File: src/rtl/acc16_seq.sv
// Group accumulator that drives an external registered 16-bit adder.
// It accumulates operands and reports the sum, a sticky overflow flag and a count for each group.
module acc16_seq #(
  parameter int unsigned ADD_LAT = 2
) (
  input  logic        clk,
  input  logic        rst,
  input  logic        in_valid,
  output logic        in_ready,
  input  logic [15:0] in_data,
  input  logic        in_sub,
  input  logic        in_last,
  output logic [15:0] add_a,
  output logic [15:0] add_b,
  output logic        add_cin,
  input  logic [15:0] add_s,
  input  logic        add_cout,
  output logic        out_valid,
  input  logic        out_ready,
  output logic [15:0] out_sum,
  output logic        out_ovf,
  output logic [7:0]  out_cnt
);

  localparam int unsigned DATA_W  = 16;
  localparam int unsigned CNT_W   = 8;
  localparam int unsigned TIMER_W = (ADD_LAT == 0) ? 1 : $clog2(ADD_LAT + 1);
  localparam logic [CNT_W-1:0]   CNT_MAX  = '1;
  localparam logic [TIMER_W-1:0] TIMER_END = TIMER_W'(ADD_LAT);

  typedef enum logic [1:0] {IDLE, WAIT, DONE} state_t;

  state_t              state_q, state_d;
  logic [DATA_W-1:0]   acc_q, acc_d;
  logic                ovf_q, ovf_d;
  logic [CNT_W-1:0]    cnt_q, cnt_d;
  logic [TIMER_W-1:0]  timer_q, timer_d;
  logic                last_q, last_d;
  logic                sub_q, sub_d;
  logic [DATA_W-1:0]   add_a_q, add_a_d;
  logic [DATA_W-1:0]   add_b_q, add_b_d;
  logic                add_cin_q, add_cin_d;
  logic                in_ready_q, in_ready_d;
  logic                out_valid_q, out_valid_d;

  // Next-state and datapath update
  always_comb begin
    state_d   = state_q;
    acc_d     = acc_q;
    ovf_d     = ovf_q;
    cnt_d     = cnt_q;
    timer_d   = timer_q;
    last_d    = last_q;
    sub_d     = sub_q;
    add_a_d   = add_a_q;
    add_b_d   = add_b_q;
    add_cin_d = add_cin_q;

    case (state_q)
      IDLE: begin
        if (in_valid && in_ready_q) begin
          add_a_d   = acc_q;
          add_b_d   = in_sub ? ~in_data : in_data;
          add_cin_d = in_sub;
          last_d    = in_last;
          sub_d     = in_sub;
          timer_d   = '0;
          state_d   = WAIT;
        end
      end
      WAIT: begin
        if (timer_q == TIMER_END) begin
          acc_d   = add_s;
          cnt_d   = (cnt_q == CNT_MAX) ? cnt_q : cnt_q + CNT_W'(1);
          // For subtraction a missing carry-out means a borrow
          ovf_d   = ovf_q | (sub_q ? ~add_cout : add_cout);
          state_d = last_q ? DONE : IDLE;
        end else begin
          timer_d = timer_q + TIMER_W'(1);
        end
      end
      DONE: begin
        if (out_ready) begin
          acc_d   = '0;
          ovf_d   = 1'b0;
          cnt_d   = '0;
          state_d = IDLE;
        end
      end
      default: state_d = IDLE;
    endcase

    in_ready_d  = (state_d == IDLE);
    out_valid_d = (state_d == DONE);
  end

  always_ff @(posedge clk) begin
    if (rst) begin
      state_q     <= IDLE;
      acc_q       <= '0;
      ovf_q       <= 1'b0;
      cnt_q       <= '0;
      timer_q     <= '0;
      last_q      <= 1'b0;
      sub_q       <= 1'b0;
      add_a_q     <= '0;
      add_b_q     <= '0;
      add_cin_q   <= 1'b0;
      in_ready_q  <= 1'b1;
      out_valid_q <= 1'b0;
    end else begin
      state_q     <= state_d;
      acc_q       <= acc_d;
      ovf_q       <= ovf_d;
      cnt_q       <= cnt_d;
      timer_q     <= timer_d;
      last_q      <= last_d;
      sub_q       <= sub_d;
      add_a_q     <= add_a_d;
      add_b_q     <= add_b_d;
      add_cin_q   <= add_cin_d;
      in_ready_q  <= in_ready_d;
      out_valid_q <= out_valid_d;
    end
  end

  assign in_ready  = in_ready_q;
  assign out_valid = out_valid_q;
  assign add_a     = add_a_q;
  assign add_b     = add_b_q;
  assign add_cin   = add_cin_q;
  assign out_sum   = acc_q;
  assign out_ovf   = ovf_q;
  assign out_cnt   = cnt_q;

endmodule

File: config.mk
export PLATFORM = sky130hd
export DESIGN_NAME = acc16_seq
export DESIGN_NICKNAME = d
export VERILOG_FILES = /design/src/rtl/acc16_seq.sv
export SDC_FILE = /design/constraint.sdc
export NUM_CORES = 1
export LEC_CHECK = 0
export BUFFER_PORTS_ARGS = -buffer_cell sky130_fd_sc_hd__buf_4
export CAP_MARGIN = 20
export CORE_ASPECT_RATIO = 1.1
export CORE_UTILIZATION = 52
export CTS_BUF_LIST = sky130_fd_sc_hd__clkbuf_16
export DETAILED_ROUTE_END_ITERATION = 7
export PLACE_DENSITY = 0.95
export SYNTH_ARGS = -nofsm -noshare
export SYNTH_HDL_FRONTEND = slang
export SYNTH_SLANG_ARGS = --single-unit
export TNS_END_PERCENT = 1
File: constraint.sdc
create_clock -name clk -period 2.8 [get_ports clk]
set_input_delay 0.42 -clock clk [delete_from_list [all_inputs] [get_ports clk]]
set_output_delay 0.42 -clock clk [all_outputs]
set_load 0.05 [all_outputs]
==> flow_summary.json <==
{
  "synth_area_leaders": "dfxtp_1 (51%), nand2_1 (6.0%), nor2_1 (5.8%)",
  "cap_violations": 0,
  "critPathSlowestCell": "a21oi_4",
  "synth.area.mux_share_pct": 0,
  "pre_cts_slack_ps": 944,
  "syn2layout_area_growth_pct": 39.7,
  "syn_avg_cell_area_um2": 8.91,
  "seq_area_frac_synth_pct": 50.5,
  "drt_iter0_markers": 138,
  "stdcell_area_um2": 3600,
  "die_area_um2": 5240,
  "cts_tree": "built",
  "pin_count": 99,
  "relSlewSlack_pct": 54.1,
  "cts_buffer_depth": 2,
  "synth_top_family_by_area": "compound AO/OA/AOI/OAI gates",
  "grt_overflow": 0,
  "synth_top_area_share_pct": 50.5,
  "cts_setup_buffers": 0,
  "grt_first_pass_wirelength_um": 10100,
  "rows": 26,
  "synth_xor_xnor_area_share_pct": 5.78,
  "synth_compound_area_share_pct": 19.9,
  "fin_nets": 423,
  "antenna_cells": 0,
  "arrival_ps": 2190,
  "min_path_type": "in2reg",
  "synth_area_um2": 2570,
  "power.density_nw_per_um2": 657,
  "wl_per_cell_um": 14.9,
  "ctsResizeCount": 0,
  "fin_setup_tns_ps": 0,
  "async_reset_ff_share_pct": 0,
  "grt_use_total_pct": 24.8,
  "cp_top_family": "compound AO/OA/AOI/OAI gates",
  "dp_hpwl_um": 4420,
  "cp-start-kind": "register",
  "synth-seq-cells": 65,
  "peakVddDrop_uv": 426,
  "placed_area_um2": 3320,
  "coreArea_um2": 4720,
  "whs_ps": 348,
  "rsz0062_at_grt": "false",
  "worstMarginPinSlew_ps": 689,
  "min_path_cells": 3,
  "clk_latency_ps": 330,
  "gp_congestion": 0.864,
  "clkSinkCount": 65,
  "cts_buffers": 9,
  "cp.depth": 6,
  "path_max_fanout": 17,
  "antenna_left": 0,
  "vias_per_cell": 5.56,
  "io_buffers": 98,
  "synth_fa_ha_area_share_pct": 1.46,
  "synth_ff_type": "dfxtp_1",
  "initial_core_util_pct": 54.6,
  "ys_warn_count": 0,
  "clock_skew_ps": 8.58,
  "htree_levels": 3,
  "drive_gt1_share_pct": 29.9,
  "drc": 0,
  "grt_max_degree": 66,
  "grt_pass1_vias": 2245,
  "fill_cells": 344,
  "required_ps": 3060,
  "crit_type": "reg2reg",
  "fp.dieW_um": 69.1,
  "yosys.area.top_type": "dfxtp_1",
  "fmax_mhz": 517,
  "slowest_delay_ps": 470,
  "p_leak_nw": 1.52,
  "yosys-top-cells-count": "dfxtp_1 (65), nand2_1 (41), nor2_1 (40)",
  "synthMostInstantiatedCell": "dfxtp_1",
  "fin_ws_ps": 866,
  "power_mw": 2.36,
  "clk_pin_slew_ps": 50,
  "critPathBufInv": 1,
  "hold_viol": 0,
  "placed_cells": 426,
  "final.period_utilization_pct": 69.1,
  "synth_nets": 331,
  "drt-total-wl_um": 6570,
  "synthSimpleGateAreaFrac_pct": 19.0,
  "die_height_um": 75.8,
  "synth_cell_type_count": 39,
  "ff2ff_path_depth": 6,
  "drtPass1Iterations": 4,
  "setup_viol": 0,
  "postCtsHoldBufs": 0,
  "antenna_found_initial": 0,
  "crit_chain": "inv_1 -> ha_1 -> and3b_1 -> a21oi_4 -> a22oi_1 -> nor2_1",
  "slew_viol_final": 0,
  "syn_inst": 289,
  "fin_cells": 441,
  "min_period_ps": 1930,
  "outcome": "finished, final reports clean",
  "vias": 2451,
  "synth-edff-count": 0,
  "end_kind": "register",
  "cts_root_buffer": "clkbuf_16",
  "final_core_utilization_pct": 76.3
}
## cell usage in the layout (no fill, tap or decap), drive strengths merged, types with 3 or more instances in the layout
cell type  instances
dfxtp             65
clkinv             5
a22oi             16
ha                 3
nor2              40
a211oi            16
nand2             41
buf              100
xnor2             16
clkbuf             9
o2bb2ai            3
a21oi             23
nor3               5
nand3              4
nand2b             5
and3               3
o21ai              3
## worst paths after layout
check,start,end,slack (ps)
max,timer_q[0],out_sum[6],870
min,add_s[7],out_sum[7],350
max reg2reg,timer_q[0],out_sum[6],870
min reg2reg,add_a[4],add_a[4],460
## cell type report
cell class              count  area [µm²]  area share [%]
flip-flops and latches     65        1300            36.2
inverters                   2        7.51           0.209
multi-input cells         203        1190            33.1
clock buffers               9         225            6.26
well taps                  56        70.1            1.95
repair buffers            100         751            20.9
clock inverters             6        50.0            1.39
## tightest hold or removal path: cells and delay by family
kind / cells / cell delay, ps
AO/OA/AOI/OAI: 1 / 60
buffers and inverters: 1 / 80
AND/OR/NAND/NOR: 1 / 80
## layer usage
layer  GRT usage, %  wire [µm]  vias up  part of all wire [%]
met5              0          0        -                     0
met1           26.5       2640     1144                    40
met4           15.4        167        0                   2.5
li1               -          -     1191                     -
met2           45.3       3370      100                    51
met3           6.08        391       16                   5.9
## report_power, final
group	total [mW]	leakage [nW]	switching, mW	internal, mW
Clock	1.04	0.135	0.367	0.668
Combinational	0.344	0.856	0.220	0.124
Sequential	0.986	0.528	0.0241	0.962
Total	2.36	1.52	0.611	1.75
## registers in the layout, indices dropped and copies added (netlist names)
| name | count |
|---|---|
| last_q | 1 |
| timer_q | 2 |
| add_a | 16 |
| out_ovf | 1 |
| add_b | 16 |
| add_cin | 1 |
| in_ready | 1 |
| out_cnt | 8 |
| out_valid | 1 |
| state_q | 2 |
| out_sum | 16 |
## cells by family (layout without fill, tap and decap cells)
kind of cell    Yosys count  after routing
compound gates           73             73
xor+xnor                 17             17
fa+ha+maj                 3              3
buf+inv                  21            117
flops                    65             65
simple gates            110            110
Note: power is estimated with default switching activity, not from simulation.
